`src/rtl/mult_pkg.sv`:
```
// Shared constants for the shift-and-add multiplier.
//   state_t    : FSM encoding (IDLE=0, RUN=1, DONE=2)
//   OP_W       : operand width
//   PROD_W     : product width
//   STEPS      : add/shift steps per multiply (one per multiplier bit)
package mult_pkg;

  localparam int OP_W   = 4;
  localparam int PROD_W = 2 * OP_W;
  localparam int STEPS  = 4;
  localparam int CNT_W  = $clog2(STEPS);

  typedef enum logic [1:0] {
    IDLE = 2'd0,
    RUN  = 2'd1,
    DONE = 2'd2
  } state_t;

endpackage

```
`src/rtl/RippleCarry4.sv`:
```
// 4-bit ripple-carry adder.
//   carryin  : carry into bit 0
//   X, Y     : addends
//   S        : sum
//   carryout : carry out of bit 3
module RippleCarry4 (
  input  logic       carryin,
  input  logic [3:0] X,
  input  logic [3:0] Y,
  output logic [3:0] S,
  output logic       carryout
);

  logic [4:0] c;

  assign c[0] = carryin;

  for (genvar i = 0; i < 4; i++) begin : g_fa
    assign S[i]   = X[i] ^ Y[i] ^ c[i];
    assign c[i+1] = (X[i] & Y[i]) | (c[i] & (X[i] ^ Y[i]));
  end

  assign carryout = c[4];

endmodule

```
`src/rtl/shift_add_mult4.sv`:
```
// 4x4 unsigned shift-and-add multiplier, one add per clock through a single
// 4-bit ripple-carry adder.
//   clk     : clock, rising edge
//   reset   : synchronous active-high reset
//   start   : request a multiply (sampled only in IDLE)
//   A, B    : multiplicand / multiplier, captured on accepted start
//   busy    : high while the add/shift steps run
//   done    : one-cycle pulse, product valid
//   product : A*B, held until the next result or reset
module shift_add_mult4
  import mult_pkg::*;
(
  input  logic              clk,
  input  logic              reset,
  input  logic              start,
  input  logic [OP_W-1:0]   A,
  input  logic [OP_W-1:0]   B,
  output logic              busy,
  output logic              done,
  output logic [PROD_W-1:0] product
);

  state_t            state;
  logic [OP_W-1:0]   a_reg;
  logic [OP_W-1:0]   hi;   // upper half of the accumulator
  logic [OP_W-1:0]   lo;   // lower half; starts as B, bit 0 is the current multiplier bit
  logic [CNT_W-1:0]  cnt;

  logic [OP_W-1:0]   addend;
  logic [OP_W-1:0]   sum;
  logic              cout;

  // The C bit of the {C,HI,LO} accumulator only holds a value between the
  // add and the shift; after every shift it is 0. It is therefore carried as
  // the adder carry-out wire and shifted straight into HI[3].
  assign addend = lo[0] ? a_reg : '0;

  RippleCarry4 u_add (
    .carryin  (1'b0),
    .X        (hi),
    .Y        (addend),
    .S        (sum),
    .carryout (cout)
  );

  always_ff @(posedge clk) begin
    if (reset) begin
      state   <= IDLE;
      busy    <= 1'b0;
      done    <= 1'b0;
      product <= '0;
      a_reg   <= '0;
      hi      <= '0;
      lo      <= '0;
      cnt     <= '0;
    end else begin
      case (state)
        IDLE: begin
          done <= 1'b0;
          if (start) begin
            a_reg <= A;
            hi    <= '0;
            lo    <= B;
            cnt   <= '0;
            busy  <= 1'b1;
            state <= RUN;
          end
        end
        RUN: begin
          // {cout,sum,lo} >> 1
          hi  <= {cout, sum[OP_W-1:1]};
          lo  <= {sum[0], lo[OP_W-1:1]};
          cnt <= cnt + 1'b1;
          if (cnt == CNT_W'(STEPS - 1)) begin
            product <= {cout, sum, lo[OP_W-1:1]};
            busy    <= 1'b0;
            done    <= 1'b1;
            state   <= DONE;
          end
        end
        DONE: begin
          done  <= 1'b0;
          state <= IDLE;
        end
        default: begin
          busy  <= 1'b0;
          done  <= 1'b0;
          state <= IDLE;
        end
      endcase
    end
  end

endmodule

```
`config.mk`:
```
export PLATFORM = sky130hd
export DESIGN_NAME = shift_add_mult4
export DESIGN_NICKNAME = d
export VERILOG_FILES = /design/src/rtl/mult_pkg.sv /design/src/rtl/RippleCarry4.sv /design/src/rtl/shift_add_mult4.sv
export SDC_FILE = /design/constraint.sdc
export NUM_CORES = 1
export LEC_CHECK = 0
export BUFFER_PORTS_ARGS = -buffer_cell sky130_fd_sc_hd__buf_2
export CAP_MARGIN = 20
export CORE_MARGIN = 2
export CORE_UTILIZATION = 31
export CTS_BUF_LIST = sky130_fd_sc_hd__clkbuf_8 sky130_fd_sc_hd__clkbuf_16
export CTS_CLUSTER_DIAMETER = 80
export DETAILED_ROUTE_END_ITERATION = 6
export GPL_TIMING_DRIVEN = 0
export PLACE_DENSITY_LB_ADDON = 0.15
export SYNTH_ARGS = -nofsm -noshare
export SYNTH_HDL_FRONTEND = slang
export SYNTH_HIERARCHICAL = 1
export SYNTH_SLANG_ARGS = --single-unit
```
`constraint.sdc`:
```
create_clock -name clk -period 6.9 [get_ports clk]
set_input_delay 0.69 -clock clk [delete_from_list [all_inputs] [get_ports clk]]
set_output_delay 0.69 -clock clk [all_outputs]
set_load 0.05 [all_outputs]
```
==> results of run 1 <==
-- how the worst min path moves through the flow --
stage	from	to	depth (start not counted)
detailed placement	product[0]	product[0]	2
global placement	product[1]	product[1]	2
CTS	product[0]	product[0]	2
floorplan	a_reg[3]	a_reg[3]	2
global route	product[0]	product[0]	2
finish	product[0]	product[0]	2
-- synth_stat cells, drive strengths merged --
cell type / count / area share, %
dfxtp: 26 / 44
inv: 14 / 4.4
nor2: 14 / 4.4
a21oi: 13 / 5.5
nand2: 8 / 2.5
nand3: 8 / 3.4
buf: 7 / 5.6
a22oi: 5 / 3.1
mux2i: 5 / 4.2
and2: 4 / 2.1
fa: 4 / 6.7
nand2b: 4 / 2.7
o221a: 4 / 3.8
a211oi: 1 / 0.63
a21o: 1 / 0.63
clkbuf: 1 / 0.31
conb: 1 / 0.31
ha: 1 / 1.0
nand3b: 1 / 0.63
nor2b: 1 / 1.2
nor3b: 1 / 1.6
o21ai: 1 / 0.42
o21bai: 1 / 0.63
or2: 1 / 0.73
-- through the flow --
| step | worst slack, ns | hold slack (ns) | instances | instance area [µm²] | utilization [%] |
|---|---|---|---|---|---|
| 2_1_floorplan | 4.71 | 0.452 | 127 | 1190 | - |
| 3_3_place_gp | 4.60 | 0.441 | 194 | 1350 | 36.6 |
| 3_5_place_dp | 4.52 | 0.444 | 194 | 1350 | 36.6 |
| 4_1_cts | 4.50 | 0.458 | 198 | 1420 | 38.5 |
| 5_1_grt | 4.33 | 0.469 | 198 | 1420 | 38.5 |
| 6_report | 4.54 | 0.457 | 198 | 1420 | 38.5 |
-- per-layer routing --
layer | global-route usage (%) | vias up | share of wire [%]
met1 | 14.8 | 438 | 46
met3 | 2.73 | 4 | 4.3
met2 | 21.7 | 14 | 47
met5 | 0 | - | 0
met4 | 5.10 | 0 | 2.1
li1 | - | 461 | -
-- power groups by stage --
stage	clock network (µW)	logic (µW)	registers [µW]
finish	126	37.1	160
detailed placement	0	37.4	163
floorplan	0	25.8	164
CTS	130	37.6	160
global route	138	41.2	161
global placement	0	36.5	163
-- area by class of cell --
cell class	count	area, µm²	area share, %
plain buffers	8	70.1	4.93
clock buffers	3	41.3	2.91
clock inverters	1	30.0	2.11
inverters	14	52.6	3.70
multi-input cells	79	551	38.8
flip-flops and latches	26	520	36.7
well taps	48	60.1	4.23
repair buffers	19	95.1	6.70
-- cell families (layout without fill, tap and decap cells) --
logic type	Yosys count	after routing	share of synthesized area (%)
simple gates	42	42	19.2
compound gates	26	26	14.7
flops	26	26	43.6
buf+inv	22	45	10.3
fa+ha+maj	5	5	7.76
mux	5	5	4.19
other cells	1	1	0.314
-- critical path, stage by stage, from the launching register on --
cell	delay, ns
sky130_fd_sc_hd__dfxtp_1	0.36
sky130_fd_sc_hd__and2_1	0.16
sky130_fd_sc_hd__fa_1	0.39
sky130_fd_sc_hd__inv_1	0.08
sky130_fd_sc_hd__fa_1	0.16
sky130_fd_sc_hd__inv_1	0.05
sky130_fd_sc_hd__fa_1	0.35
sky130_fd_sc_hd__inv_1	0.07
sky130_fd_sc_hd__fa_1	0.40
sky130_fd_sc_hd__inv_1	0.08
sky130_fd_sc_hd__nand3_1	0.08
sky130_fd_sc_hd__a21oi_1	0.12
==> run summary, run 1 <==
The pin count of the biggest net entering global routing came out at 16. The net count of the finished layout was 167; the wire length per cell was 12.3 µm. Setup repair after global routing left no endpoint under its margin.

Using the TritonRoute via totals, the vias-per-cell ratio works out to 4.63. The critical path ends at product[6]. The source of the critical timing path was lo[0]. The total track usage came out at 12.5%. The logs give 0 for the total congestion overflow and 2.43 mm for the sum of routed wire length over all layers.

The tools report the critical path startpoint category as a flop. The critical path is of the reg -> reg type. Clock network fraction of design power: 39.1%. The first global-routing pass estimated 4.10 mm of wire. The register with the most flip-flops in the layout has 8 of them.

The total power per unit cell area came out at 228 nW/µm². In this run the count of I/O pins placed on the die edge is 21. The number of diodes added for antenna fixing came out at 0. Compared with the post-synthesis result, the final layout area differs by 19.0%. After filler insertion, the fill cell instance count of the layout stands at 406. Counting distinct cell types in the post-synthesis netlist gives 28. The number of antenna violations at the first check in global routing is 0, and the H-tree depth is 1. Combinational logic burns 11.5% of the power. For the maximum frequency from static timing analysis, the log shows 423 MHz. The flow ran to the end, and the final reports show no timing, DRC or antenna violations. The endpoint identified for the worst register-to-register timing path is product[6].

The run gives 0 as the count of instances resized after the clock tree is built. For the number of hold violations in the final report, the log shows 0. At the end of routability-driven placement, the weighted congestion stood at 0.714.

The total half-perimeter wirelength after legalization and detailed placement came out at 1.82 mm. The net switching component of the power was 72.6 µW; the number of clock buffers inserted by TritonCTS was 3. For the final database, setup skew stands at 0.00518 ns. From left edge to right edge, the die measures 66.1 µm.

The height of the die was 66.1 µm. The period utilization came out at 34.2%. Summed over all cells, the static leakage comes to 0.000614 µW. The library cells used most frequently in the layout, excluding fill and tap cells, are sky130_fd_sc_hd__dfxtp_1 (26), sky130_fd_sc_hd__buf_2 (21), sky130_fd_sc_hd__nor2_1 (14), sky130_fd_sc_hd__inv_1 (14), sky130_fd_sc_hd__a21oi_1 (13). The number of setup buffers added after CTS is 0.

Counting flops per register, the top entry is product. The total die area is 4360 µm². Pin slew with the least headroom to its limit: 0.516 ns. The floorplan has 22 rows.

For the reg-to-reg setup timing slack, the log shows 4.54 ns. Clock tree synthesis found a total of 26 sinks. The logs give 6 for the total of warnings raised by yosys and 43.6% for the proportion of synthesized chip area in sequential cells. Of the total power, the share spent switching nets is 22.5%.

Across the run, the number of max-cap violations was 0. The shortest clock period the worst path allows after layout was 2.36 ns; the area of the core was 3690 µm². Worst relative slew slack: 65.5%. Of all nets on the critical path, the largest fanout is 5. Remaining design rule violation count: 0. TritonCTS built the clock tree. Detailed routing inserted a total of 917 vias.

The worst voltage drop across the vdd grid is 86.9 µV, and the number of detailed-routing iterations run before antenna repair is 4. In this run the critical register-to-register path is launched from lo[0]. The run gives 2.57 ns as the data arrival at the endpoint of the critical path. STA classifies the critical path endpoint as a flop.

Counting cells, the worst reg-to-reg path comes to 11. The average cell area after synthesis was 9.40 µm²; the quantity of I/O buffers inserted on ports was 19. Worst endpoint required time: 7.11 ns.

The cell area that synthesis handed to floorplanning was 1190 µm². For the via count of the first global-routing pass, the log shows 910. Of the cells placed in the final design, the portion with a size suffix greater than 1 is 22.7%. The tree is rooted in a sky130_fd_sc_hd__clkbuf_8.

The run gives 0 as the antenna violation net count after detailed routing. Path class of the lowest-slack min-delay path: reg -> reg. Synthesis inferred 26 register bits. In this run, post-CTS hold repair placed 0 buffers.

The final total negative setup slack was 0 ns. The part of the total power dissipated in sequential elements was 49.5%. The library cell used most frequently in the layout, excluding fill and tap cells, is sky130_fd_sc_hd__dfxtp_1. The clock latency on the worst-skew pair was 0.27 ns; the count of pins over their slew limit was 0. The total internal power was 251 µW; the number of nets in the synthesized netlist was 143. The cell count after synthesis came out at 127. The maximum count of clock buffers along a single path was 2; the number of violations reported at the end of detailed-routing iteration 0 was 9.

Clock-pin slew was measured on the worst setup and hold paths at 0.09 ns. Setup violations remaining at the end of the flow were counted as 0. The design draws 323 µW.

The run gives 32.4% as the starting density of the core.
Note: power is estimated with default switching activity, not from simulation.
==> run 2: changes to the inputs <==
- clock period: 6.9 -> 2.25 ns (I/O delays scaled with it)
==> run summary, run 2 (synthesized netlist as in run 1, its figures left out) <==
Fraction of layout instances using a drive strength above 1: 32.2% (+9.6 points). The wire length per cell is 12.4 µm (+1.2%). The tools report the number of antenna violations at the first check in global routing as 0 (unchanged). Worst endpoint required time: 2.46 ns (-4.65 ns). The global-route wire length before repair was 4.12 mm (+0.51%); the maximum count of clock buffers along a single path was 2 (unchanged). For the number of clock buffers inserted by TritonCTS, the log shows 3 (unchanged). The tools report the overall power after layout as 999 µW (+210%). The tools report the number of detailed-routing iterations run before antenna repair as 3 (-1). The logs give 32.4% (unchanged) for the starting density of the core and 12.6% (+0.067 points) for the total track usage.

The critical setup path kind was reg -> reg. The number of flip-flops in the largest register is 8 (unchanged), and the net count of the finished layout is 169 (+1.2%). The count of placed standard cells including taps is 194 (unchanged), and the height of the die is 66.1 µm (unchanged). The number of placement rows is 22 (unchanged). The quantity of I/O buffers inserted on ports was 19 (unchanged); the number of vias per cell was 4.63 (about the same). The worst hold path cell count is 2 (unchanged).

The shortest clock period the worst path allows after layout came out at 2.22 ns (-0.144 ns). For the maximum frequency from static timing analysis, the log shows 451 MHz (+6.5%). The run gives 926 (+0.98%) as the number of vias in the routed layout. The run gives 0 (unchanged) as the antenna violation net count after detailed routing. The total half-perimeter wirelength after legalization and detailed placement was 1.82 mm (unchanged); the area of the core was 3690 µm² (unchanged). The number of violations reported at the end of detailed-routing iteration 0 was 12 (+3). The final-report setup violation count was 0 (unchanged); the period utilization was 98.6% (+64 points). The remaining design rule violation count came out at 0 (unchanged).

For the reported leakage power, the log shows 0.000619 µW (+0.92%). The clock latency on the worst-skew pair is 0.27 ns (about the same), and the number of violations of the max-capacitance limit is 0 (unchanged). The worst voltage drop across the vdd grid is 268 µV (+210%). The tightest min-delay check is of the in -> reg type. Final design area excluding fillers: 1460 µm² (+2.9%).

The post-route non-filler standard cell count is 200 (+1.0%). The worst relative slew slack is 62.9% (-2.6 points). Cell at the root of the clock tree: sky130_fd_sc_hd__clkbuf_8.

The pin slew with the least headroom to its limit was 0.555 ns (+0.0387 ns); the worst reg-to-reg path cell count was 11 (unchanged). The flow ran to the end, and the final reports show no timing, DRC or antenna violations. The highest fanout seen on the critical path came out at 2 (-3).

The total power per unit cell area is 684 nW/µm² (+200%). The tools report the pin count of the biggest net entering global routing as 16 (unchanged). The run gives 0 (unchanged) as the number of diodes added for antenna fixing.

The top cell types in the final layout, fill and taps aside, are sky130_fd_sc_hd__dfxtp_1 (24), sky130_fd_sc_hd__buf_2 (21), sky130_fd_sc_hd__nor2_1 (14), sky130_fd_sc_hd__a21oi_1 (12), sky130_fd_sc_hd__inv_1 (10). The run gives 39.6% (+1.1 points) as the core occupancy in the finished layout. TritonCTS built the clock tree.

The logs give 921 (+1.2%) for the via count of the first global-routing pass and 0.0314 ns (-4.51 ns) for the final critical-path setup slack. For the TritonCTS sink count, the log shows 26 (unchanged). The critical path capture point type was a flop. The total die area was 4360 µm² (unchanged); the total congestion overflow was 0 (unchanged). Setup repair after global routing could not meet its margin everywhere. The tools report the sum of routed wire length over all layers as 2.48 mm (+2.3%). The logs give 0 (unchanged) for the count of pins over their slew limit and 2.43 ns (-0.14 ns) for the data arrival at the endpoint of the critical path. The tools report the total cell area at the placement stage as 1350 µm² (unchanged). Leaving out fill and tap cells, the most frequent cell in the layout is sky130_fd_sc_hd__dfxtp_1. The top-level port count is 21 (unchanged).

The run gives 1 (unchanged) as the H-tree depth. The clock-pin slew of the registers on the worst-case setup and hold paths was 0.09 ns (about the same). The worst-case clock skew is 0.00526 ns (+0.0000746 ns). Register ranked first by flip-flop count: product. The final RePlAce weighted congestion is 0.714 (unchanged). The chip width is 66.1 µm (unchanged), and the area added between synthesis and finish is 22.4%. The number of hold violations in the final report was 0 (unchanged). STA classifies the critical path startpoint as a flop. The setup slack after placement was -0.125 ns (-4.65 ns).
## run 2: cell type report
class / count / area (µm²)
fillers: 403 / 2230
multi-input cells: 79 / 574
flip-flops and latches: 26 / 523
repair buffers: 21 / 110
plain buffers: 8 / 70.1
well taps: 48 / 60.1
inverters: 14 / 52.6
clock buffers: 3 / 41.3
clock inverters: 1 / 30.0
## run 2: worst paths after layout
kind	from	end	slack [ns]
setup / recovery	a_reg[0]	product[6]	0.03
setup reg to reg	a_reg[0]	product[6]	0.03
hold / removal	reset	product[1]	0.17
hold reg to reg	product[0]	product[0]	0.46
## run 2: stage by stage
step / hold slack (ns) / setup TNS, ns
floorplan: 0.372 / 0
detailed placement: 0.444 / -0.214
CTS: 0.166 / -0.00717
global route: 0.172 / -0.0999
finish: 0.171 / 0
global placement: 0.441 / -0.0894
## run 2: routing by layer
metal  vias up  wire length [µm]  global-route usage, %
li1        466                 -                      -
met3         2               101                   2.73
met4         0                19                   5.10
met5         -                 0                      0
met1       446              1130                   14.8
met2        12              1230                   22.0
## run 2: repair_timing
action                     CTS  global route
resized for setup            9             4
pin swaps                    3             2
gates cloned                 0             0
setup buffers                2             0
hold buffers                 0             0
setup endpoints to repair    2             2
## run 2: critical path, stage by stage (launching register included)
cell and delay, ns:
sky130_fd_sc_hd__dfxtp_2 0.33, sky130_fd_sc_hd__and2_4 0.15, sky130_fd_sc_hd__fa_2 0.33, sky130_fd_sc_hd__inv_2 0.06
sky130_fd_sc_hd__fa_2 0.18, sky130_fd_sc_hd__inv_2 0.03, sky130_fd_sc_hd__fa_2 0.32, sky130_fd_sc_hd__inv_2 0.06
sky130_fd_sc_hd__fa_1 0.41, sky130_fd_sc_hd__inv_2 0.08, sky130_fd_sc_hd__nand3_2 0.08, sky130_fd_sc_hd__a21oi_2 0.12
## run 2: where the power goes
part | internal (µW) | total, µW | switching [µW] | leakage [µW]
combinational | 57.2 | 122 | 64.9 | 0.000371
sequential | 478 | 490 | 11.1 | 0.000213
clock | 238 | 387 | 149 | 0.0000357
